File: config.mk
export PLATFORM = sky130hd
export DESIGN_NAME = sonar_ranger
export DESIGN_NICKNAME = d
export VERILOG_FILES = /design/src/rtl/sonar_pkg.sv /design/src/rtl/sonar_sync.sv /design/src/rtl/sonar_ranger.sv
export SDC_FILE = /design/constraint.sdc
export NUM_CORES = 1
export LEC_CHECK = 0
export ABC_AREA = 1
export ABC_CLOCK_PERIOD_IN_PS = 2200
export CAP_MARGIN = 5
export CORE_MARGIN = 2
export CORE_UTILIZATION = 51
export CTS_BUF_LIST = sky130_fd_sc_hd__clkbuf_4
export DETAILED_ROUTE_END_ITERATION = 10
export HOLD_SLACK_MARGIN = 0.03
export PLACE_DENSITY = 0.72
export SETUP_SLACK_MARGIN = 0.05
export SLEW_MARGIN = 0
export SYNTH_ARGS = -nofsm -noshare
export SYNTH_HDL_FRONTEND = slang
export SYNTH_HIERARCHICAL = 1
export SYNTH_SLANG_ARGS = --single-unit
File: constraint.sdc
create_clock -name clk -period 2.2 [get_ports clk]
set_input_delay 0.44 -clock clk [delete_from_list [all_inputs] [get_ports clk]]
set_output_delay 0.44 -clock clk [all_outputs]
set_load 0.01 [all_outputs]
File: src/rtl/sonar_pkg.sv
// Shared definitions for the sonar ranging peripheral: FSM state codes,
// register offsets, STATUS/CTRL bit positions and the timeout sentinel.
package sonar_pkg;

    // FSM state codes
    localparam logic [1:0] ST_IDLE    = 2'd0;
    localparam logic [1:0] ST_TRIG    = 2'd1;
    localparam logic [1:0] ST_WAIT_HI = 2'd2;
    localparam logic [1:0] ST_MEASURE = 2'd3;

    // Register offsets from the base word address
    localparam logic [1:0] OFF_CTRL   = 2'd0;
    localparam logic [1:0] OFF_STATUS = 2'd1;
    localparam logic [1:0] OFF_CYCLES = 2'd2;
    localparam logic [1:0] OFF_CM     = 2'd3;

    // CTRL bit positions
    localparam int CTRL_START = 0;
    localparam int CTRL_CLEAR = 1;

    // STATUS bit positions
    localparam int STAT_BUSY    = 0;
    localparam int STAT_DONE    = 1;
    localparam int STAT_TIMEOUT = 2;
    localparam int STAT_LEVEL   = 3;

    // All-ones is reserved to flag a timeout; measured values stop one below.
    localparam logic [31:0] TIMEOUT_SENTINEL = 32'hFFFF_FFFF;
    localparam logic [31:0] RESULT_MAX       = 32'hFFFF_FFFE;

    // Saturating increment that never reaches the timeout sentinel.
    function automatic logic [31:0] sat_inc(input logic [31:0] v);
        return (v >= RESULT_MAX) ? RESULT_MAX : v + 32'd1;
    endfunction

endpackage

File: src/rtl/sonar_sync.sv
// Two-flop synchronizer for the asynchronous echo input, plus a third flop
// used to detect rising and falling edges of the synchronized level.
module sonar_sync (
    input  logic clk,
    input  logic rst_n,
    input  logic async_i,
    output logic level,
    output logic rise,
    output logic fall
);

    logic s1_q, s2_q, s3_q;

    // Shift the raw input through the synchronizer and edge-history flops.
    always_ff @(posedge clk or negedge rst_n) begin
        if (!rst_n) begin
            s1_q <= 1'b0;
            s2_q <= 1'b0;
            s3_q <= 1'b0;
        end else begin
            s1_q <= async_i;
            s2_q <= s1_q;
            s3_q <= s2_q;
        end
    end

    assign level = s2_q;
    assign rise  = s2_q & ~s3_q;
    assign fall  = ~s2_q & s3_q;

endmodule

File: src/rtl/sonar_ranger.sv
// Memory-mapped ultrasonic ranger: a store to CTRL fires a trigger pulse,
// then the echo pulse width is timed in clocks with a timeout guard.
// Optional feature macro: SONAR_CM_EN builds the centimetre prescaler and
// the ECHO_CM register; without it offset 3 reads 0.
module sonar_ranger
    import sonar_pkg::*;
#(
    parameter logic [11:0] BASE_ADDR      = 12'hF00,
    parameter int          TRIG_CYCLES    = 500,
    parameter int          TIMEOUT_CYCLES = 1_900_000,
    parameter int          CM_DIV         = 2900
) (
    input  logic        clk,
    input  logic        CPU_RESETN,
    input  logic        wEn,
    input  logic [11:0] addr,
    input  logic [31:0] dataIn,
    output logic [31:0] dataOut,
    output logic        hit,
    output logic        trig,
    input  logic        echo
);

    localparam int TRIG_W = $clog2(TRIG_CYCLES + 1);
    localparam int TO_W   = $clog2(TIMEOUT_CYCLES + 1);
    localparam logic [TRIG_W-1:0] TRIG_LAST = TRIG_W'(TRIG_CYCLES - 1);
    localparam logic [TO_W-1:0]   TO_LAST   = TO_W'(TIMEOUT_CYCLES - 1);

    logic              echo_level, echo_rise, echo_fall;
    logic [11:0]       off;
    logic              in_win, wr_ctrl;
    logic [31:0]       rdata;
    logic              count_en, to_hit;

    logic [1:0]        state_q, state_d;
    logic              trig_q, trig_d;
    logic [TRIG_W-1:0] trig_cnt_q, trig_cnt_d;
    logic [TO_W-1:0]   to_cnt_q, to_cnt_d;
    logic              done_q, done_d;
    logic              timeout_q, timeout_d;
    logic [31:0]       cycles_q, cycles_d;
    logic              start_q, start_d;
    logic [31:0]       dout_q;
    logic              hit_q;
    logic              unused_bits;

`ifdef SONAR_CM_EN
    localparam int PRE_W = $clog2(CM_DIV + 1);
    localparam logic [PRE_W-1:0] PRE_LAST = PRE_W'(CM_DIV - 1);
    logic [PRE_W-1:0]  presc_q, presc_d;
    logic [31:0]       cm_q, cm_d;
    assign unused_bits = ^dataIn[31:2];
`else
    assign unused_bits = (^dataIn[31:2]) ^ (CM_DIV == 0);
`endif

    sonar_sync u_sync (
        .clk     (clk),
        .rst_n   (CPU_RESETN),
        .async_i (echo),
        .level   (echo_level),
        .rise    (echo_rise),
        .fall    (echo_fall)
    );

    // Window decode: offset wraps modulo 4096, so anything outside reads as >= 4.
    assign off     = addr - BASE_ADDR;
    assign in_win  = (off < 12'd4);
    assign wr_ctrl = wEn && in_win && (off[1:0] == OFF_CTRL);
    assign to_hit  = (to_cnt_q == TO_LAST);

    // Read mux over current register values (pre-update on the sampling edge).
    always_comb begin
        rdata = 32'd0;
        if (in_win) begin
            case (off[1:0])
                OFF_STATUS: begin
                    rdata[STAT_BUSY]    = (state_q != ST_IDLE);
                    rdata[STAT_DONE]    = done_q;
                    rdata[STAT_TIMEOUT] = timeout_q;
                    rdata[STAT_LEVEL]   = echo_level;
                end
                OFF_CYCLES: rdata = cycles_q;
`ifdef SONAR_CM_EN
                OFF_CM:     rdata = cm_q;
`endif
                default:    rdata = 32'd0;
            endcase
        end
    end

    // Ranging FSM, trigger/timeout counters and result accumulation.
    always_comb begin
        state_d    = state_q;
        trig_d     = trig_q;
        trig_cnt_d = trig_cnt_q;
        to_cnt_d   = to_cnt_q;
        done_d     = done_q;
        timeout_d  = timeout_q;
        cycles_d   = cycles_q;
        count_en   = 1'b0;
`ifdef SONAR_CM_EN
        presc_d    = presc_q;
        cm_d       = cm_q;
`endif
        // A start is only latched while idle, so a store during busy is dropped.
        start_d = wr_ctrl && dataIn[CTRL_START] && (state_q == ST_IDLE);

        case (state_q)
            ST_IDLE: begin
                if (start_q) begin
                    state_d    = ST_TRIG;
                    trig_d     = 1'b1;
                    trig_cnt_d = '0;
                    done_d     = 1'b0;
                    timeout_d  = 1'b0;
                    cycles_d   = 32'd0;
`ifdef SONAR_CM_EN
                    presc_d    = '0;
                    cm_d       = 32'd0;
`endif
                end else if (wr_ctrl && dataIn[CTRL_CLEAR] && !dataIn[CTRL_START]) begin
                    done_d    = 1'b0;
                    timeout_d = 1'b0;
                end
            end
            ST_TRIG: begin
                if (trig_cnt_q == TRIG_LAST) begin
                    state_d  = ST_WAIT_HI;
                    trig_d   = 1'b0;
                    to_cnt_d = '0;
                end else begin
                    trig_cnt_d = trig_cnt_q + TRIG_W'(1);
                end
            end
            ST_WAIT_HI, ST_MEASURE: begin
                if (to_hit) begin
                    state_d   = ST_IDLE;
                    done_d    = 1'b1;
                    timeout_d = 1'b1;
                    cycles_d  = TIMEOUT_SENTINEL;
`ifdef SONAR_CM_EN
                    cm_d      = TIMEOUT_SENTINEL;
`endif
                end else begin
                    to_cnt_d = to_cnt_q + TO_W'(1);
                    if (state_q == ST_WAIT_HI) begin
                        // The detect clock itself counts, so the result tracks pulse width.
                        if (echo_rise) begin
                            state_d  = ST_MEASURE;
                            count_en = 1'b1;
                        end
                    end else if (echo_fall) begin
                        state_d = ST_IDLE;
                        done_d  = 1'b1;
                    end else if (echo_level) begin
                        count_en = 1'b1;
                    end
                end
            end
            default: state_d = ST_IDLE;
        endcase

        if (count_en) begin
            cycles_d = sat_inc(cycles_q);
`ifdef SONAR_CM_EN
            if (presc_q == PRE_LAST) begin
                presc_d = '0;
                cm_d    = sat_inc(cm_q);
            end else begin
                presc_d = presc_q + PRE_W'(1);
            end
`endif
        end
    end

    // State and bus registers; reset also drops trig asynchronously.
    always_ff @(posedge clk or negedge CPU_RESETN) begin
        if (!CPU_RESETN) begin
            state_q    <= ST_IDLE;
            trig_q     <= 1'b0;
            trig_cnt_q <= '0;
            to_cnt_q   <= '0;
            done_q     <= 1'b0;
            timeout_q  <= 1'b0;
            cycles_q   <= 32'd0;
            start_q    <= 1'b0;
            dout_q     <= 32'd0;
            hit_q      <= 1'b0;
`ifdef SONAR_CM_EN
            presc_q    <= '0;
            cm_q       <= 32'd0;
`endif
        end else begin
            state_q    <= state_d;
            trig_q     <= trig_d;
            trig_cnt_q <= trig_cnt_d;
            to_cnt_q   <= to_cnt_d;
            done_q     <= done_d;
            timeout_q  <= timeout_d;
            cycles_q   <= cycles_d;
            start_q    <= start_d;
            dout_q     <= rdata;
            hit_q      <= in_win;
`ifdef SONAR_CM_EN
            presc_q    <= presc_d;
            cm_q       <= cm_d;
`endif
        end
    end

    assign dataOut = dout_q;
    assign hit     = hit_q;
    assign trig    = trig_q;

endmodule

Yosys cells after proc, flatten, opt, wreduce, memory -nomap -nowiden

Cells that the tools add are included.

$add $sub $neg: 4
Magnitude comparators: 2
Eq/ne operators: 19
Muxes and demuxes: 38
Bitwise logic cells: 4
Reductions and logical operators: 22

Operator list:

| kind                                                                  | count |
|---|---|
| 32-bit 2-to-1 mux                                                     | 5 |
| 32-bit one-hot mux with 2 select lines                                | 1 |
| 21-bit 2-to-1 mux                                                     | 2 |
| 21-bit one-hot mux with 2 select lines                                | 1 |
| 32-bit by 1-bit adder with 32-bit output, second input constant       | 1 |
| 32-bit greater-or-equal comparator, second input constant             | 1 |
| 28-bit 2-to-1 mux                                                     | 1 |
| 21-bit by 1-bit adder with 21-bit output, second input constant       | 1 |
| 21-bit == test, second input constant                                 | 1 |
| 9-bit 2-to-1 mux                                                      | 2 |
| 9-bit one-hot mux with 2 select lines                                 | 1 |
| 3-bit AND reduction                                                   | 5 |
| 1-bit 2-to-1 mux                                                      | 14 |
| 12-bit by 3-bit < comparator with 1-bit output, second input constant | 1 |
| 2-bit 2-to-1 mux                                                      | 6 |
| 3-bit inequality test, second input constant                          | 4 |
| 12-bit subtractor, second input constant                              | 1 |
| 2-bit inequality test, second input constant                          | 5 |
| 9-bit by 1-bit adder with 9-bit output, second input constant         | 1 |
| 9-bit == test, second input constant                                  | 1 |
| 4-bit inequality test, second input constant                          | 2 |
| 4-bit one-hot mux with 2 select lines                                 | 1 |
| 4-bit AND reduction                                                   | 2 |
| 2-bit nonzero test                                                    | 4 |
| 12 further kinds                                                      | 25 |

Register bits after elaboration: 104
Input port bits: 48
Output and inout bits: 34
Logic and storage cells: 102

Depth between registers and ports, before layout

Gate-level depths: netlist (run 1).

Depth in word-level cells: 9
Gate-level depth with buffers: 14
Depth with buffers taken out: 13

Hierarchy

Netlist (run 1), hierarchy kept.

By module, submodules not included:

| module       | instances | cells each | area each (um^2) | sequential area each (um^2) |
|---|---|---|---|---|
| sonar_ranger | 1         | 840        | 6,043.3          | 2,527.4 |
| sonar_sync   | 1         | 7          | 90.1             | 75.1 |

Least setup slack after synthesis (run 1)

No wires, ideal clock.

Kind: flip-flop to flip-flop
Start point: reg to_cnt_q[0]
End point: reg to_cnt_q[6]
Library setup time: 0.119 ns
Arrival time: 1.534 ns
Required time: 2.081 ns
Slack: 0.547 ns
Stages on the path, launching flop included: 10
Path buffers: 1
Clock period less this slack: 1.653 ns
Path through: dfrtp_1 -> ha_1 -> nand3_2 -> nor2_1 -> nand3_2 -> nand2_2 -> nand2_2 -> buf_4 -> a21oi_1 -> nor2_1

Longest elaborated chain between the ends: 3
Elaborated cells between the ends (all ways): 6
Those cells by class: 1 x add/sub; 2 x eq/ne; 2 x mux; 1 x reduce/logical

Ends and longest elaborated chain:

| element                                                                       | line                                    | source |
|---|---|---|
| start, declared                                                               | sonar_ranger.sv:38                      | `logic [TO_W-1:0] to_cnt_q, to_cnt_d;` |
| start signal, assigned                                                        | sonar_ranger.sv:198                     | `to_cnt_q <= to_cnt_d;` |
| 21-bit by 1-bit adder with 21-bit output or 21-bit == test (tied branches)    | sonar_ranger.sv:146, sonar_ranger.sv:70 |  |
| 21-bit 2-to-1 mux or 2-bit inequality test (tied branches)                    | n/a                                     |  |
| 21-bit one-hot mux with 2 select lines or 3-bit AND reduction (tied branches) | n/a                                     |  |

Several ways; a longest one is shown, not always the timed one. The select of a mux whose other input is x is not followed.
A chain may end at the register's enable or synchronous reset.

Worst setup path after layout (run 1)

Start point: reg cycles_q[1]
End point: reg cycles_q[30]

Longest elaborated chain between the ends: 3
Elaborated cells between the ends (all ways): 4
Those cells by class: 1 x add/sub; 1 x order compare; 2 x mux

Ends and longest elaborated chain:

| element                                                                                        | line                | source |
|---|---|---|
| start, declared                                                                                | sonar_ranger.sv:41  | `logic [31:0] cycles_q, cycles_d;` |
| start signal, assigned                                                                         | sonar_ranger.sv:201 | `cycles_q <= cycles_d;` |
| 32-bit by 1-bit adder with 32-bit output or 32-bit greater-or-equal comparator (tied branches) | sonar_pkg.sv:33     | `return (v >= RESULT_MAX) ? RESULT_MAX : v + 32'd1;` |
| 32-bit 2-to-1 mux (*)                                                                          | sonar_pkg.sv:33     |  |
| 32-bit 2-to-1 mux (*)                                                                          | sonar_ranger.sv:164 | `if (count_en) begin` |

Every way passes the cells marked *; elsewhere a longest branch is shown, timed or not.

==> results_dict.tcl, run 1 <==
set metrics [dict create \
    p_leak_nw 3.28 \
    end_kind "flip-flop" \
    r2r_cells 9 \
    regArea_um2 2600 \
    finalSetupTns_ns 0 \
    vias 5490 \
    synth.distinct_cells 36 \
    tightest_slew_ns 0.568 \
    synthToLayoutAreaGrowth_pct 13.9 \
    fin_crit_ns 1.94 \
    path_class "reg2reg" \
    dpl-instance-area_um2 6870 \
    synth-edff-count 0 \
    worstReg2RegEnd "cycles_q[30]" \
    clock_sinks 104 \
    rrSetupSlack_ns 0.26 \
    cts_tree "done" \
    syn_inst 847 \
    min_period_over_period_pct 88.0 \
    rows 40 \
    nNetsFinal 965 \
    holdCritPathClass "reg2reg" \
    vias_per_cell 5.17 \
    postSynth.asyncResetShare_pct 100 \
    drtAntennaViolNets 0 \
    multi_input_area_um2 3000 \
    syn-num-nets 902 \
    ys_seq_area_share_pct 42.4 \
    synth_largest_area_cell "dfrtp_1" \
    ys_top_cells_by_area "dfrtp_1, nand2_1, nor2_1, inv_1, nand3_1" \
    ir_drop_mv 0.612 \
    pin_count 82 \
    ctsHoldBuffers 1 \
    relSlewSlack_pct 62.1 \
    grt_use_total_pct 23.4 \
    htree_num_levels 3 \
    initialDrtViolationCount 371 \
    wire_per_inst_um 13.3 \
    avgSynthCellArea_um2 7.24 \
    cts_resized 0 \
    rr_startpoint "cycles_q[1]" \
    final_cell_mix "nand2_1, nor2_1, dfrtp_1, inv_1, nand3_1" \
    grt_max_degree 47 \
    clockBufferDepth 2 \
    critPathLaunch "cycles_q[1]" \
    grt_pass1_wl_um 24300 \
    port_buffers 51 \
    cts-buffers-inserted 9 \
    fmax_mhz 517 \
    crit_fanout 5 \
    path_clk_slew_ns 0.15 \
    wl_um 14100 \
    synth_top_area_share_pct 42.4 \
    cp.required_ns 2.64 \
    grt_pass1_vias 5254 \
    start_util_pct 51.7 \
    syn_area_um2 6130 \
    final_area_um2 6990 \
    synthFlopType "dfrtp_1" \
    finalSetupViolations 0 \
    outcome "finished, final reports clean" \
    powerDensity_nw_per_um2 1040 \
    synth-seq-cells 104 \
    postCtsSetupBuffers 0 \
    maxCapViolations 0 \
    antenna_cells 0 \
    n_fill_cell 1145 \
    rsz0062_at_grt "no" \
    globalRouteOverflowTotal 0 \
    final_common_cell "nand2_1" \
    crit_path_end "cycles_q[30]" \
    ys_warn_count 6 \
    start_kind "flip-flop" \
    hold_violations 0 \
    fp.dieH_um 114 \
    dieArea_um2 12900 \
    ctsRootBufferMaster "clkbuf_4" \
    drv_slew 0 \
    antenna_found_initial 0 \
    clock_latency_ns 0.50 \
    core_area_um2 11900 \
    cp_data_arrival_time_ns 2.37 \
    drive_gt1_share_pct 11.4 \
    drtPass1Iterations 5 \
    drc 0 \
    gp_congestion 0.955 \
    fp.dieW_um 114 \
    fin_skew_ns 0.0200 \
    dpl.hpwl_um 10500 \
]
-- sequential cells by signal (all words and copies together), names as in the netlist --
| signal | count |
|---|---|
| timeout_q | 1 |
| cycles_q | 32 |
| state_q | 2 |
| trig | 1 |
| u_sync/s1_q | 1 |
| hit | 1 |
| dataOut | 32 |
| to_cnt_q | 21 |
| trig_cnt_q | 9 |
| u_sync/level | 1 |
| u_sync/s3_q | 1 |
| start_q | 1 |
| done_q | 1 |
-- report_power, final --
part           internal [W]  switching, W  leakage (nW)
clock              0.000238      0.000641        0.0555
combinational       0.00125       0.00226          1.86
sequential          0.00235      0.000488          1.36
-- logic make-up after synthesis --
kind of cell             synth area share [%]
AO/OA/AOI/OAI                            8.61
buffers and inverters                    8.61
adder cells (fa/ha/maj)                  1.43
flip-flops                               42.4
XOR/XNOR                                 1.00
AND/OR/NAND/NOR                          37.9
-- final cells by class --
class                      instances  share of cell area, %
clock buffer                      10                   1.07
multi-input combinational        622                   43.0
sequential                       104                   37.3
timing repair buffer              71                   9.99
tap                              147                   2.63
clock inverter                     6                  0.502
inverter                         102                   5.55
-- metrics by stage --
stage	util, %	hold WS (ns)	total power (W)	std cells	setup WS, ns
after floorplan	-	0.144	0.00563	847	0.547
after global placement	57.9	0.341	0.00632	1045	0.301
after CTS	58.9	0.347	0.00731	1062	0.287
final	58.9	0.377	0.00724	1062	0.264
after global routing	58.9	0.340	0.00788	1062	0.102
after detailed placement	57.9	0.340	0.00640	1045	0.298
-- Yosys cell counts, types with 2 or more instances --
cell      instances
buf_4             8
ha_1              7
clkbuf_1          2
nand3_1          63
nand4_1          21
nand2_2           7
nor3_2            2
a22oi_2           9
inv_2             5
dfrtp_1         104
a22oi_1           2
o21ai_0          13
xor2_1            5
xnor2_1           2
nor3_1           15
a21oi_1          14
buf_6             3
buf_2             4
inv_1            96
o21ai_1          24
a21oi_2          12
nor2_1          138
nand2_1         249
nand3_2          13
o22ai_1           2
nor2_2           17
-- worst max-delay path, cell delays in order (launching register included) --
cell,delay [ns]
dfrtp_1,0.45
ha_1,0.22
nand3_1,0.18
nor2_1,0.24
inv_1,0.10
nor2_1,0.29
nand3_1,0.12
nand3_1,0.09
nand2_1,0.06
a21oi_2,0.13
-- how the worst min path moves through the flow --
stage / from / to / slack (ns) / cells after the start
2_1_floorplan: CPU_RESETN / cycles_q[0] / 0.14 / 0
3_3_place_gp: u_sync/s1_q / u_sync/level / 0.34 / 0
3_5_place_dp: u_sync/s1_q / u_sync/level / 0.34 / 0
4_1_cts: echo / u_sync/s1_q / 0.35 / 1
5_1_grt: echo / u_sync/s1_q / 0.34 / 1
6_report: u_sync/s1_q / u_sync/level / 0.38 / 0
-- per-layer routing --
metal  global-route usage [%]  wire length [um]  vias up
met5                        0                 0        -
met4                     7.64               317        0
met3                     5.79               547       25
met2                     40.2              6980       98
met1                     29.2              6260     2564
li1                         -                 -     2803
Note: power is estimated with default switching activity, not from simulation.
==> inputs of run 2 (changes only) <==
==> constraint.sdc (replaced) <==
create_clock -name clk -period 2.2 [get_ports clk]
set_input_delay 0.66 -clock clk [delete_from_list [all_inputs] [get_ports clk]]
set_output_delay 0.66 -clock clk [all_outputs]
set_load 0.01 [all_outputs]
==> run 2 against run 1 <==
Routed wire length grew 2.8%. Sequential share of layout area shrank 0.27 points. Design area grew 0.73%. Critical path depth shrank 8. Clock skew shrank 0.012 ns. Setup slack lost 0.13 ns. Critical path type is now reg2out.
==> results_dict.tcl, run 2 (synthesis gave the netlist of run 1 again) <==
set metrics [dict create \
    dieArea_um2 12900 \
    cp.required_ns 1.54 \
    synthToLayoutAreaGrowth_pct 14.7 \
    crit_fanout 1 \
    rows 40 \
    relSlewSlack_pct 68.3 \
    fin_skew_ns 0.00766 \
    cp.depth 1 \
    finalSetupTns_ns 0 \
    maxCapViolations 0 \
    final_cell_mix "nand2_1, nor2_1, dfrtp_1, inv_1, nand3_1" \
    antenna_cells 0 \
    start_kind "flip-flop" \
    rr_startpoint "cycles_q[0]" \
    critPathLaunch "dataOut[1]" \
    dpl-instance-area_um2 6910 \
    cp_num_buf_inv 1 \
    cts-buffers-inserted 9 \
    tightest_slew_ns 0.472 \
    holdCritPathClass "in2async" \
    ir_drop_mv 0.733 \
    worstReg2RegEnd "cycles_q[26]" \
    path_clk_slew_ns 0.15 \
    hold_violations 0 \
    gp_congestion 0.967 \
    powerDensity_nw_per_um2 1060 \
    outcome "finished, final reports clean" \
    setup_ws_ns 0.131 \
    postCtsSetupBuffers 0 \
    fmax_mhz 483 \
    cts_tree "done" \
    ctsRootBufferMaster "clkbuf_4" \
    final_common_cell "nand2_1" \
    drtAntennaViolNets 0 \
    wl_um 14500 \
    clock_sinks 104 \
    cts_resized 0 \
    crit_path_end "dataOut[1]" \
    wire_per_inst_um 13.7 \
    grt_pass1_wl_um 24700 \
    fin_util_pct 59.3 \
    htree_num_levels 3 \
    grt_use_total_pct 23.9 \
    rrSetupSlack_ns 0.27 \
    p_leak_nw 3.33 \
    power.total_w 0.00743 \
    ctsHoldBuffers 0 \
    worst_path_max_delay_cell "clkdlybuf4s50_1" \
    drc 0 \
    end_kind "output pin" \
    r2r_cells 10 \
    grt_pass1_vias 5244 \
    fp.dieW_um 114 \
    port_buffers 51 \
    path_cells "clkdlybuf4s50_1" \
    pin_count 82 \
    drv_slew 0 \
    cp_data_arrival_time_ns 1.41 \
    clock_latency_ns 0.47 \
    pre_cts_ws_ns 0.114 \
    start_util_pct 51.7 \
    grt_max_degree 34 \
    dpl.hpwl_um 10700 \
    path_class "reg2out" \
    nNetsFinal 966 \
    rsz0062_at_grt "no" \
    min_period_over_period_pct 94.1 \
    vias_per_cell 5.13 \
    fp.dieH_um 114 \
    globalRouteOverflowTotal 0 \
    drive_gt1_share_pct 11.7 \
    crit_family "buffers and inverters" \
    vias 5450 \
    initialDrtViolationCount 382 \
    slowest_delay_ns 0.54 \
    core_area_um2 11900 \
    antenna_found_initial 0 \
    drtPass1Iterations 5 \
    fin_crit_ns 2.07 \
    final_area_um2 7040 \
    clockBufferDepth 2 \
    finalSetupViolations 0 \
]
run 2: cell count changes in the layout (fill, tap and decap cells not counted), sizes merged:
cell,previous run,this run
clkdlybuf4s50,50,49
clkinvlp,2,1
buf,20,22
bufinv,0,1
clkinv,3,2
dlygate4sd3,1,0
inv,103,102
clkbuf,10,11
dlymetal6s2s,0,1
run 2: where the power goes:
group          internal [W]  switching, W
clock              0.000361      0.000610
sequential          0.00235      0.000490
combinational       0.00130       0.00232
total               0.00402       0.00342
run 2: layout make-up:
type | count | area [um^2]
fill | 1131 | 4820
multi-input combinational | 622 | 3000
sequential | 104 | 2600
timing repair buffer | 72 | 731
inverter | 102 | 388
tap | 147 | 184
clock buffer | 11 | 82.6
clock inverter | 4 | 46.3
run 2: how the worst min path moves through the flow:
stage / start / end / cells past startpoint
finish: CPU_RESETN / to_cnt_q[10] / 1
global route: CPU_RESETN / to_cnt_q[16] / 1
CTS: CPU_RESETN / to_cnt_q[16] / 1
detailed placement: u_sync/s1_q / u_sync/level / 0
global placement: u_sync/s1_q / u_sync/level / 0
floorplan: u_sync/s1_q / u_sync/level / 0
run 2: metrics by stage:
step                      hold slack, ns  instances
after floorplan                    0.331        847
after global placement             0.352       1047
after detailed placement           0.339       1047
after CTS                         0.0410       1062
after global routing              0.0442       1062
final                             0.0613       1062
run 2: routing by layer:
layer	vias up	part of all wire, %	global-route usage (%)
met1	2529	45	30.5
li1	2807	-	-
met5	-	0	0
met3	26	3.6	5.15
met2	88	50	41.0
met4	0	2.0	7.15
==> inputs of run 3 (changes only) <==
- ABC_AREA: 1 -> 0
- PLACE_DENSITY: 0.72 -> 0.73
- REMOVE_ABC_BUFFERS: default -> 1
==> run 3 against run 2 <==
Clock skew up 0.011 ns. Design area down 3.0%. Combinational power shrank 97%. Clock-buffer cell count unchanged. Cell count fell by 27%. Global-route usage rose by 1.5 points.
==> results_dict.tcl, run 3 <==
set metrics [dict create \
    setup_ws_ns 0.0101 \
    finalSetupViolations 0 \
    pin_count 82 \
    postSynth.asyncResetShare_pct 100 \
    grt_max_degree 37 \
    cp_data_arrival_time_ns 2.60 \
    clock_latency_ns 0.48 \
    port_buffers 51 \
    ys_seq_area_share_pct 50.3 \
    synthFlopType "dfrtp_1" \
    initialDrtViolationCount 410 \
    fin_skew_ns 0.0185 \
    synth_commonest_cells "dfrtp_1, and3_1, nor2_1, clkbuf_1, nand2_1" \
    final_common_cell "dfrtp_1" \
    start_kind "flip-flop" \
    fin_crit_ns 2.19 \
    drive_gt1_share_pct 21.9 \
    pre_cts_ws_ns -0.514 \
    use_met2_pct 39.4 \
    end_kind "flip-flop" \
    antenna_found_initial 0 \
    min_period_over_period_pct 99.5 \
    clockBufferDepth 2 \
    ir_drop_mv 0.290 \
    power.total_w 0.00305 \
    maxCapViolations 0 \
    htree_num_levels 3 \
    tightest_slew_ns 0.549 \
    whs_ns 0.132 \
    cts-buffers-inserted 9 \
    path_class "reg2reg" \
    fin_util_pct 69.5 \
    ys_warn_count 6 \
    ys_top_cells_by_area "dfrtp_1, and3_1, a31oi_1, nand3_1, o21ai_0" \
    powerDensity_nw_per_um2 446 \
    drtAntennaViolNets 0 \
    cp.required_ns 2.61 \
    synth-seq-cells 104 \
    syn_inst 517 \
    globalRouteOverflowTotal 0 \
    gr-max-usage-layer "met2" \
    wl_um 14100 \
    rows 36 \
    p_leak_nw 3.11 \
    start_util_pct 52.7 \
    hold_violations 0 \
    grt_use_met1_pct 36.1 \
    regArea_um2 2600 \
    synthToLayoutAreaGrowth_pct 31.9 \
    core_area_um2 9820 \
    crit_fanout 8 \
    clock_sinks 104 \
    r2r_cells 5 \
    dpl.hpwl_um 9190 \
    fmax_mhz 457 \
    drtPass1Iterations 4 \
    synth_top_area_share_pct 50.3 \
    ctsRootBufferMaster "clkbuf_4" \
    vias_per_cell 6.11 \
    fp.dieH_um 105 \
    gp_congestion 0.881 \
    syn_area_um2 5180 \
    wire_per_inst_um 18.2 \
    grt_pass1_vias 4483 \
    outcome "finished, final reports clean" \
    rsz0062_at_grt "yes" \
    yosysMostFrequentCell "dfrtp_1" \
    cts_tree "done" \
    synth-edff-count 0 \
    nNetsFinal 690 \
    antenna_cells 0 \
    drv_slew 0 \
    grtUsageMet3_pct 3.74 \
    grt_use_total_pct 25.3 \
    multi_input_area_um2 2590 \
    synth_largest_area_cell "dfrtp_1" \
    vias 4722 \
    dieArea_um2 11000 \
    fp.dieW_um 105 \
    grt_pass1_wl_um 22300 \
    drc 0 \
    n_fill_cell 794 \
    avgSynthCellArea_um2 10.0 \
    holdCritPathClass "in2async" \
    final_cell_mix "dfrtp_1, buf_4, clkdlybuf4s50_1, and3_1, nor2_1" \
    path_clk_slew_ns 0.16 \
    relSlewSlack_pct 62.9 \
    synth.distinct_cells 61 \
]
[run 3: cells by family (layout without fill, tap and decap cells)]
group	count (synthesis)	in the layout	share of synthesized area [%]
AO/OA/AOI/OAI	136	136	18.9
multiplexers	2	2	0.387
XOR/XNOR	17	17	2.88
adder cells (fa/ha/maj)	7	7	1.69
AND/OR/NAND/NOR	199	201	21.6
flip-flops	104	104	50.3
buffers and inverters	52	173	4.25
[run 3: repair_timing]
item,CTS,global route
resized for setup,8,36
hold buffers,0,0
buffers inserted,4,11
gates cloned,3,2
pin swaps,3,17
setup endpoints to repair,26,36
[run 3: metrics by stage]
step	cells	instance area (um^2)	setup TNS, ns
floorplan	484	5030	-53.08
global placement	737	6300	-7.74
detailed placement	737	6300	-8.51
CTS	760	6540	0
global route	773	6830	-0.289
finish	773	6830	0
[run 3: worst max-delay path, cell delays in order, from the launching register on]
cell       delay (ns)
dfrtp_1          0.40
nand4_1          0.13
or4_4            0.54
or4_4            0.62
a31oi_1          0.26
a2bb2oi_1        0.19
[run 3: power by group]
group,switching [W],internal [W],total [W]
clock network,0.000633,0.000371,0.00100
logic,0.0000664,0.0000508,0.000117
registers,0.00000581,0.00192,0.00193
[run 3: worst paths after layout]
check,start,endpoint,slack [ns]
max,cycles_q[4],cycles_q[16],0.01
min,CPU_RESETN,dataOut[31],0.13
max reg2reg,cycles_q[4],cycles_q[16],0.01
min reg2reg,u_sync/s1_q,u_sync/level,0.39
max in group asynchronous,CPU_RESETN,dataOut[7],1.52
min in group clk,u_sync/s1_q,u_sync/level,0.39
[run 3: layer usage]
metal  share of wire, %  vias to the layer above
li1                   -                     2196
met1                 44                     2321
met2                 48                      186
met3                6.6                       19
met4                1.3                        0
met5                  0                        -
[run 3: layout make-up]
type	instances	share of cell area, %
Multi-Input combinational cell	363	37.9
Inverter	19	1.04
Timing Repair Buffer	138	18.4
Sequential cell	104	38.1
Tap cell	133	2.44
Clock buffer	11	1.21
Clock inverter	5	0.843
